### src/rtl/sa_seq_ctrl.sv
// sa_seq_ctrl: step sequencer for the 3x3 systolic-array datapath.
// Walks IDLE -> LOAD -> RUN -> DRAIN -> DONE. It steps cnt through 0..STEPS-1
// on valid operand cycles, waits DRAIN_CYC cycles for the array pipeline to
// empty, then pulses done.
// Optional feature: define SA_SEQ_CTRL_STALL_CNT_EN to build the stall counter;
// without it, stall_cnt is tied to zero.
module sa_seq_ctrl #(
  parameter int unsigned STEPS     = 9,
  parameter int unsigned CNT_W     = 4,
  parameter int unsigned DRAIN_CYC = 4
) (
  input  logic             clk,
  input  logic             rst_n,
  input  logic             start,
  input  logic             clear,
  input  logic             in_valid,
  output logic [CNT_W-1:0] cnt,
  output logic             step_en,
  output logic             acc_clr,
  output logic             busy,
  output logic             done,
  output logic [15:0]      stall_cnt
);

  typedef enum logic [2:0] {StIdle, StLoad, StRun, StDrain, StDone} state_e;

  localparam logic [CNT_W-1:0] LastStep  = CNT_W'(STEPS - 1);
  localparam logic [3:0]       DrainInit = 4'(DRAIN_CYC - 1);

  state_e           state_q;
  logic [CNT_W-1:0] cnt_q;
  logic [3:0]       drain_q;

  // Sequencer state, step index and drain countdown; clear wins over everything.
  always_ff @(posedge clk or negedge rst_n) begin
    if (!rst_n) begin
      state_q <= StIdle;
      cnt_q   <= '0;
      drain_q <= '0;
    end else if (clear) begin
      state_q <= StIdle;
      cnt_q   <= '0;
    end else begin
      unique case (state_q)
        StIdle: begin
          if (start) begin
            state_q <= StLoad;
            cnt_q   <= '0;
          end
        end
        StLoad: state_q <= StRun;
        StRun: begin
          // Without operand data the array stalls; index and state hold.
          if (in_valid) begin
            if (cnt_q == LastStep) begin
              state_q <= StDrain;
              cnt_q   <= '0;
              drain_q <= DrainInit;
            end else begin
              cnt_q <= cnt_q + CNT_W'(1);
            end
          end
        end
        StDrain: begin
          if (drain_q == '0) begin
            state_q <= StDone;
          end else begin
            drain_q <= drain_q - 4'd1;
          end
        end
        StDone:  state_q <= StIdle;
        default: state_q <= StIdle;
      endcase
    end
  end

  // Output decode; step_en is the only output that looks at a live input.
  always_comb begin
    cnt     = cnt_q;
    step_en = (state_q == StRun) && in_valid;
    acc_clr = (state_q == StLoad);
    busy    = (state_q != StIdle);
    done    = (state_q == StDone);
  end

`ifdef SA_SEQ_CTRL_STALL_CNT_EN
  logic [15:0] stall_q;

  // Count RUN cycles lost to missing data; zeroed on entry to LOAD, kept across clear.
  always_ff @(posedge clk or negedge rst_n) begin
    if (!rst_n) begin
      stall_q <= '0;
    end else if (!clear) begin
      if (state_q == StIdle && start) begin
        stall_q <= '0;
      end else if (state_q == StRun && !in_valid && stall_q != 16'hFFFF) begin
        stall_q <= stall_q + 16'd1;
      end
    end
  end

  assign stall_cnt = stall_q;
`else
  assign stall_cnt = '0;
`endif

endmodule

### config.mk
export PLATFORM = sky130hd
export DESIGN_NAME = sa_seq_ctrl
export DESIGN_NICKNAME = d
export VERILOG_FILES = /design/src/rtl/sa_seq_ctrl.sv
export SDC_FILE = /design/constraint.sdc
export NUM_CORES = 1
export LEC_CHECK = 0
export ABC_AREA = 0
export BUFFER_PORTS_ARGS = -buffer_cell sky130_fd_sc_hd__buf_2
export CAP_MARGIN = 40
export CORE_MARGIN = 2
export CORE_UTILIZATION = 45
export CTS_BUF_LIST = sky130_fd_sc_hd__clkbuf_8
export DETAILED_ROUTE_END_ITERATION = 12
export PLACE_DENSITY_LB_ADDON = 0.08
export SYNTH_ARGS = -nofsm -noshare
export SYNTH_HDL_FRONTEND = slang
export SYNTH_SLANG_ARGS = --single-unit
### constraint.sdc
create_clock -name clk -period 2.7 [get_ports clk]
set_input_delay 0.135 -clock clk [delete_from_list [all_inputs] [get_ports clk]]
set_output_delay 0.135 -clock clk [all_outputs]
set_load 0.1 [all_outputs]
==> metrics.yaml, run 1 <==
min_path_type: "in -> reg"
hp-start: "clear"
cts_sinks: 11
r2r-end: "drain_q[2]"
cts_buffers: 3
layout_min_cycle_time_ns: 1.85
yosys.area.top_type: "dfrtp_1"
core_sq_um: 1750
netlist_top_cells_count: "buf_4, dfrtp_1, nor2_1"
ys_async_sr_fraction: 1.00
clk_pin_slew_ns: 0.05
finalSetupViolations: 0
final_nets: 112
synth-seq-area-share: 0.329
crit_required_ns: 2.57
power_density_nw_per_um2: 666
min_to: "cnt[1]"
totalWireLength_microns: 1460
ant_nets: 0
start_util: 0.480
path_cells: "nor2_1 > and3_1 > buf_2"
regToRegStartpoint: "state_q[1]"
switching_share: 0.453
synth_area_leaders: "dfrtp_1, buf_4, ha_1"
seqCellArea_sq_um: 275
rsz0062_at_grt: "false"
pin_count: 29
placed_cell_area_sq_um: 856
fin_util: 0.522
stdcell_count: 127
drtPass1Iterations: 4
grt_overflow: 0
crit_arrival_ns: 1.72
areaGrowthSynthToFinish_pct: 8.82
wl_per_cell_microns: 11.5
status: "finished, final reports clean"
final_cell_area_sq_um: 911
ys.flop_type: "dfrtp_1"
whs_path_depth: 2
cp_top_family: "flip-flops"
antennaDiodeCount: 0
multi_input_area_sq_um: 474
maxCapViolCount: 0
synth-xor-area-share: 0.0105
cts_setup_buffers: 0
routabilityCongestion: 0.830
drive_gt1_frac: 0.206
yosysMostFrequentCell: "buf_4"
die_h_microns: 47.1
worst_path_max_delay_cell: "dfrtp_1"
period_share: 0.687
via_count: 602
dieArea_sq_um: 2220
cts-htree-levels: 1
synth_compound_area_frac: 0.133
placed_cells: 122
io_buffers: 12
first_iter_violations: 10
num_rows: 15
worst-path-buf-inv: 1
antenna_found_initial: 0
yosysTopAreaCellShare: 0.329
dp_hpwl_microns: 1120
hold_viol_final: 0
synth_area_sq_um: 837
die_x_microns: 47.1
crit_path_end_kind: "primary output"
clock.fmax_mhz: 539
vias_per_cell: 4.74
slew_viol_final: 0
clockBufferDepth: 2
comb_power_share: 0.374
p_int_mw: 0.331
syn_inst: 89
worstRegToRegCells: 4
start_kind: "flop"
grt_usage: 0.153
clock-root-buffer: "clkbuf_8"
worstPathMaxFanout: 13
clock_skew_ns: 0.00440
p_leak_nw: 0.459
remaining_drc_errors: 0
finalSetupTns_ns: 0
synth_edf_count: 0
sequentialPowerShare: 0.353
ys_types: 36
rrSetupSlack_ns: 0.92
synth.ff_latch_count: 11
post_synth.cell_area_avg_sq_um: 9.41
grt_max_degree: 15
holdWs_ns: 0.167
yosysWarnings: 0
cp_slowest_stage_delay_ns: 0.53
synth_top_family_by_area: "simple AND/OR/NAND/NOR gates"
synthAdderAreaFrac: 0.0598
synth_simple_gate_area_frac: 0.256
peakVddDrop_mv: 0.336
insertion_delay_ns: 0.24
first_global_vias: 504
p_switching_mw: 0.275
synthMuxAreaShare: 0.0239
cts_tree: "done"
nFillCells: 167
crit_type: "reg -> out"
grt_pass1_wl_microns: 2360
clkPwrFrac: 0.273
metrics by stage:
step | worst slack (ns) | total power, mW
after CTS | 0.844 | 0.610
after global routing | 0.675 | 0.639
after floorplan | 0.605 | 0.431
after detailed placement | 0.948 | 0.442
final | 0.845 | 0.606
after global placement | 0.962 | 0.443
sequential cells by signal (all words and copies together), names as in the netlist:
signal	cells
cnt	4
drain_q	4
state_q	3
layout by cell type (no fill, tap or decap), types with 2 or more instances in the layout:
| cell | Yosys | routed |
|---|---|---|
| a31oi_1 | 3 | 3 |
| inv_1 | 4 | 5 |
| nor3_1 | 2 | 2 |
| ha_1 | 4 | 4 |
| nor3b_1 | 4 | 2 |
| dfrtp_1 | 11 | 11 |
| nand3_1 | 3 | 3 |
| conb_1 | 1 | 16 |
| nand2_1 | 3 | 3 |
| clkbuf_8 | 0 | 3 |
| and2_1 | 2 | 2 |
| buf_2 | 0 | 12 |
| nor2_1 | 7 | 7 |
| and3b_1 | 2 | 2 |
| or3_1 | 2 | 2 |
| nor3b_2 | 1 | 3 |
| nor2b_1 | 2 | 2 |
| mux2i_1 | 2 | 2 |
layer usage:
metal  GRT usage  up-vias  routed length, microns
met2       0.233       14                     697
met5           0        -                       0
li1            -      306                       -
met1       0.207      282                     680
met3      0.0577        0                      79
met4      0.0333        0                       0
power groups by stage:
stage          registers (mW)  clock network, mW  logic, mW
2_1_floorplan           0.211                  0      0.221
3_3_place_gp            0.216                  0      0.227
3_5_place_dp            0.216                  0      0.226
4_1_cts                 0.213              0.169      0.228
5_1_grt                 0.217              0.180      0.241
6_report                0.214              0.166      0.227
kinds of logic (layout without fill, tap and decap cells):
kind of cell    Yosys count  after routing
compound gates           13             13
flops                    11             11
other cells               1             16
simple gates             34             34
buf+inv                  23             21
xor+xnor                  1              1
fa+ha+maj                 4              4
mux                       2              2
layout make-up:
type | count | area share
inverter | 4 | 0.0165
clock buffer | 3 | 0.0453
timing repair buffer | 13 | 0.0769
clock inverter | 1 | 0.00412
multi-input combinational | 70 | 0.521
tap | 25 | 0.0343
sequential | 11 | 0.302
what timing repair did:
action                                 CTS  global route
gates resized for setup                  0             0
endpoints found under the hold margin   11             0
hold buffers                             1             0
worst max-delay path by stage:
stage | startpoint | to | slack [ns] | depth (start not counted)
5_1_grt | state_q[1] | cnt[2] | 0.68 | 4
3_3_place_gp | state_q[1] | drain_q[2] | 0.96 | 4
2_1_floorplan | cnt[0] | cnt[2] | 0.60 | 6
6_report | state_q[0] | step_en | 0.85 | 3
3_5_place_dp | state_q[1] | drain_q[2] | 0.95 | 4
4_1_cts | state_q[0] | step_en | 0.84 | 3
Note: power is estimated with default switching activity, not from simulation.
==> inputs of run 2 (changes only) <==
==> constraint.sdc (replaced) <==
create_clock -name clk -period 1.6 [get_ports clk]
set_input_delay 0.08 -clock clk [delete_from_list [all_inputs] [get_ports clk]]
set_output_delay 0.08 -clock clk [all_outputs]
set_load 0.1 [all_outputs]
==> metrics.yaml, run 2 (synthesis results as in run 1) <==
fin_util: 0.676  # was 0.522
holdWs_ns: 0.143  # was 0.167 ns
crit_arrival_ns: 1.69  # was 1.72 ns
totalWireLength_microns: 1720  # was 1460 microns
antenna_found_initial: 0  # unchanged
crit_type: "reg -> reg"  # was reg -> out
core_sq_um: 1750  # unchanged
finalSetupViolations: 0  # unchanged
dieArea_sq_um: 2220  # unchanged
rsz0062_at_grt: "true"  # was false
clockBufferDepth: 2  # unchanged
antennaDiodeCount: 0  # unchanged
cts_buffers: 3  # unchanged
grt_use_met3: 0.0577  # unchanged
first_iter_violations: 11  # was 10
nFillCells: 147  # was 167
cp_slowest_stage_delay_ns: 0.49  # was 0.53 ns
slew_viol_final: 0  # unchanged
p_leak_nw: 0.550  # was 0.459 nW
vias_per_cell: 4.76  # was 4.74
fin_ws_ns: 0.0309  # was 0.845 ns
min_to: "cnt[1]"  # unchanged
drive_gt1_frac: 0.432  # was 0.206
final_cell_area_sq_um: 1180  # was 911 sq um
first_global_vias: 596  # was 504
drtPass1Iterations: 4  # unchanged
clock_skew_ns: 0.00294  # was 0.00440 ns
grt-busiest-layer: "met2"  # unchanged
start_kind: "flop"  # unchanged
hp-start: "clear"  # unchanged
maxCapViolCount: 0  # unchanged
grt_pass1_wl_microns: 2660  # was 2360 microns
start_util: 0.480  # unchanged
areaGrowthSynthToFinish_pct: 41.0  # was 8.82%
clock.fmax_mhz: 637
ant_nets: 0  # unchanged
power_density_nw_per_um2: 963  # was 666 nW/um^2
placed_cell_area_sq_um: 1060  # was 856 sq um
grt_max_degree: 12  # was 15
via_count: 681  # was 602
cts_sinks: 11  # unchanged
clock-root-buffer: "clkbuf_8"  # unchanged
die_h_microns: 47.1  # unchanged
io_buffers: 12  # unchanged
pin_count: 29  # unchanged
worst_path_max_delay_cell: "dfrtp_4"  # was dfrtp_1
cts_tree: "done"  # unchanged
regToRegStartpoint: "cnt[0]"  # was state_q[1]
layout_min_cycle_time_ns: 1.57
crit_required_ns: 1.72  # was 2.57 ns
final_nets: 128  # was 112
worstRegToRegCells: 6  # was 4
remaining_drc_errors: 0  # unchanged
cts-htree-levels: 1  # unchanged
crit_path_end_kind: "flop"  # was primary output
use_met1: 0.234  # was 0.207
dp_worst_setup_slack_ns: -0.0115  # was 0.948 ns
worstPathMaxFanout: 5  # was 13
peakVddDrop_mv: 0.680  # was 0.336 mV
die_x_microns: 47.1  # unchanged
dp_hpwl_microns: 1320  # was 1120 microns
wl_per_cell_microns: 12.1  # was 11.5 microns
hold_viol_final: 0  # unchanged
grt_usage: 0.172  # was 0.153
num_rows: 15  # unchanged
grt_util_met2: 0.268  # was 0.233
routabilityCongestion: 0.833  # was 0.830
period_share: 0.981
grt_overflow: 0  # unchanged
min_path_type: "in -> reg"  # unchanged
status: "finished, final reports clean"  # unchanged
path_cells: "inv_4 > ha_4 > nand4b_1 > a221oi_4 > o21ai_2 > a22o_1"  # was nor2_1 > and3_1 > buf_2
rrSetupSlack_ns: 0.03  # was 0.92 ns
layout_common_cells: "conb_1, buf_4, buf_2"  # was conb_1, buf_2, dfrtp_1
insertion_delay_ns: 0.23  # was 0.24 ns
r2r-end: "drain_q[2]"  # unchanged
clk_pin_slew_ns: 0.05  # about the same
whs_path_depth: 2  # unchanged
[run 2: metal layers]
layer	wire length [microns]	part of all wire
met2	824	0.48
met4	0	0
met5	0	0
met1	818	0.47
met3	82	0.048
[run 2: worst max-delay path, delay by kind of cell, from the launching register on]
kind            cells  cell delay [ns]
simple gates        1             0.13
fa+ha+maj           1             0.12
flops               1             0.49
compound gates      3             0.65
buf+inv             1             0.06
[run 2: layout make-up]
cell class | count | area (sq um) | area share
clock buffers | 3 | 41.3 | 0.0350
clock inverters | 1 | 3.75 | 0.00318
inverters | 4 | 20.0 | 0.0170
multi-input cells | 70 | 556 | 0.471
flip-flops and latches | 11 | 287 | 0.243
well taps | 25 | 31.3 | 0.0265
repair buffers | 29 | 241 | 0.205
[run 2: per-stage QoR]
step | power (mW) | std cells | TNS [ns]
after CTS | 1.12 | 142 | -0.00200
final | 1.14 | 143 | 0
after detailed placement | 0.840 | 137 | -0.0115
after global placement | 0.836 | 137 | 0
after floorplan | 0.737 | 104 | -0.548
after global routing | 1.19 | 143 | -0.192
[run 2: where the power goes]
part           internal (mW)  switching (mW)
clock                  0.168           0.104
sequential             0.315          0.0374
combinational          0.160           0.351
[run 2: how the worst max path moves through the flow]
stage | from | to | slack, ns | cells past startpoint
detailed placement | cnt[1] | drain_q[2] | -0.01 | 6
CTS | cnt[0] | drain_q[2] | -0.002 | 6
floorplan | cnt[1] | drain_q[2] | -0.17 | 6
finish | cnt[0] | drain_q[2] | 0.03 | 6
global route | cnt[0] | drain_q[2] | -0.07 | 6
global placement | cnt[1] | drain_q[2] | 0.02 | 6
[run 2: repair_timing]
action,CTS,global route
resized for setup,4,8
pin swaps,2,3
endpoints found under the setup margin,2,6
hold buffers,1,0
gates cloned,0,0
endpoints found under the hold margin,11,0
setup buffers,0,1
==> inputs of run 3 (changes only) <==
--- a/config.mk
+++ b/config.mk
@@ -8,7 +8,7 @@
 export ABC_AREA = 0
 export BUFFER_PORTS_ARGS = -buffer_cell sky130_fd_sc_hd__buf_2
 export CAP_MARGIN = 40
-export CORE_MARGIN = 2
+export CORE_MARGIN = 3
 export CORE_UTILIZATION = 45
 export CTS_BUF_LIST = sky130_fd_sc_hd__clkbuf_8
 export DETAILED_ROUTE_END_ITERATION = 12
==> constraint.sdc (replaced) <==
create_clock -name clk -period 1.6 [get_ports clk]
set_input_delay 0.24 -clock clk [delete_from_list [all_inputs] [get_ports clk]]
set_output_delay 0.24 -clock clk [all_outputs]
set_load 0.1 [all_outputs]
==> metrics.yaml, run 3 (synthesis results as in run 1) <==
status: "finished with violations"  # was finished, final reports clean
failed_checks: "setup timing"
wl_per_cell_microns: 12.0  # was 12.1 microns
num_rows: 14  # was 15
r2r-end: "drain_q[0]"  # was drain_q[2]
clock-root-buffer: "clkbuf_8"  # unchanged
rrSetupSlack_ns: 0  # was 0.03 ns
grt_usage: 0.147  # was 0.172
crit_type: "reg -> out"  # was reg -> reg
stdcell_count: 147  # was 143
hold_viol_final: 0  # unchanged
antenna_found_initial: 0  # unchanged
totalWireLength_microns: 1760  # was 1720 microns
antennaDiodeCount: 0  # unchanged
grt_pass1_wl_microns: 2700  # was 2660 microns
placed_cells: 135  # was 137
die_h_microns: 49.1  # was 47.1 microns
crit_required_ns: 1.36  # was 1.72 ns
crit_path_end_kind: "primary output"  # was flop
maxCapViolCount: 0  # unchanged
clockBufferDepth: 2  # unchanged
peakVddDrop_mv: 0.765  # was 0.680 mV
vias_per_cell: 4.90  # was 4.76
grt_max_degree: 14  # was 12
min_to: "cnt[1]"  # unchanged
whs_path_depth: 2  # unchanged
grt_overflow: 0  # unchanged
start_util: 0.514  # was 0.480
final_nets: 133  # was 128
rsz0062_at_grt: "true"  # unchanged
power_density_nw_per_um2: 931  # was 963 nW/um^2
die_x_microns: 49.1  # was 47.1 microns
routabilityCongestion: 0.799  # was 0.833
cts_sinks: 11  # unchanged
insertion_delay_ns: 0.24  # was 0.23 ns
dp_hpwl_microns: 1240  # was 1320 microns
clock_skew_ns: 0.00427  # was 0.00294 ns
dieArea_sq_um: 2410  # was 2220 sq um
worstRegToRegCells: 7  # was 6
pin_count: 29  # unchanged
mostFrequentLayoutCell: "buf_4"
drive_gt1_frac: 0.480  # was 0.432
cts_buffers: 3  # unchanged
cts-htree-levels: 1  # unchanged
via_count: 721  # was 681
finalSetupTns_ns: -0.0113  # was 0 ns
areaGrowthSynthToFinish_pct: 46.6  # was 41.0%
first_global_vias: 618  # was 596
worstPathMaxFanout: 7  # was 5
crit_arrival_ns: 1.37  # was 1.69 ns
finalSetupViolations: 1  # was 0
placed_cell_area_sq_um: 1060  # about the same
layout_min_cycle_time_ns: 1.61  # was 1.57 ns
io_buffers: 12  # unchanged
layout_common_cells: "buf_4, conb_1, buf_2"  # was conb_1, buf_4, buf_2
cts_tree: "done"  # unchanged
fin_ws_ns: -0.0113  # was 0.0309 ns
regToRegStartpoint: "cnt[1]"  # was cnt[0]
first_iter_violations: 10  # was 11
final_cell_area_sq_um: 1230  # was 1180 sq um
start_kind: "flop"  # unchanged
hp-start: "clear"  # unchanged
period_share: 1.01  # was 0.981
drtPass1Iterations: 4  # unchanged
clock.fmax_mhz: 621  # was 637 MHz
slew_viol_final: 0  # unchanged
ant_nets: 0  # unchanged
clk_pin_slew_ns: 0.05  # about the same
nFillCells: 107  # was 147
remaining_drc_errors: 0  # unchanged
core_sq_um: 1630  # was 1750 sq um
p_leak_nw: 0.576  # was 0.550 nW
min_path_type: "in -> reg"  # unchanged
fin_util: 0.753  # was 0.676
run 3: metrics by stage:
| step | power (mW) | setup WS, ns | hold slack [ns] |
|---|---|---|---|
| 4_1_cts | 1.12 | -0.0320 | 0.275 |
| 6_report | 1.14 | -0.0113 | 0.282 |
| 3_3_place_gp | 0.820 | 0.00311 | 0.124 |
| 2_1_floorplan | 0.746 | -0.174 | -0.0556 |
| 3_5_place_dp | 0.825 | -0.0399 | 0.126 |
| 5_1_grt | 1.21 | -0.0765 | 0.290 |
run 3: power breakdown:
| part | total, mW | leakage (nW) | internal (mW) | switching (mW) |
|---|---|---|---|---|
| Sequential | 0.345 | 0.137 | 0.315 | 0.0297 |
| Combinational | 0.524 | 0.412 | 0.165 | 0.359 |
| Clock | 0.274 | 0.0269 | 0.169 | 0.106 |
| Total | 1.14 | 0.576 | 0.649 | 0.494 |
run 3: repair_timing:
action	in CTS	in global routing
setup buffers	2	5
pin swaps	2	3
gates resized for setup	6	11
setup endpoints to repair	4	7
hold buffers	1	0
hold endpoints to repair	11	0
run 3: worst max-delay path, cell delays in order, from the launching register on:
cell and delay [ns]:
dfrtp_1 0.42, buf_6 0.16, or3_4 0.37, buf_12 0.17
run 3: worst max path at each step:
stage	start	endpoint
final	state_q[0]	busy
after global routing	cnt[1]	drain_q[0]
after CTS	state_q[0]	busy
after detailed placement	cnt[1]	drain_q[2]
after global placement	cnt[1]	drain_q[2]
after floorplan	cnt[1]	drain_q[2]
run 3: per-layer routing:
metal  GRT usage  up-vias  wire (microns)
met5           0        -               0
met4      0.0711        0              27
met3      0.0367        4              92
met2       0.232       26             866
met1       0.184      342             778
li1            -      349               -
run 3: final cells by class:
type,instances,area (sq um),area share
Timing Repair Buffer,34,295,0.241
Multi-Input combinational cell,70,552,0.450
Clock buffer,3,41.3,0.0336
Sequential cell,11,285,0.232
Inverter,4,20.0,0.0163
Tap cell,24,30.0,0.0245
Clock inverter,1,3.75,0.00306
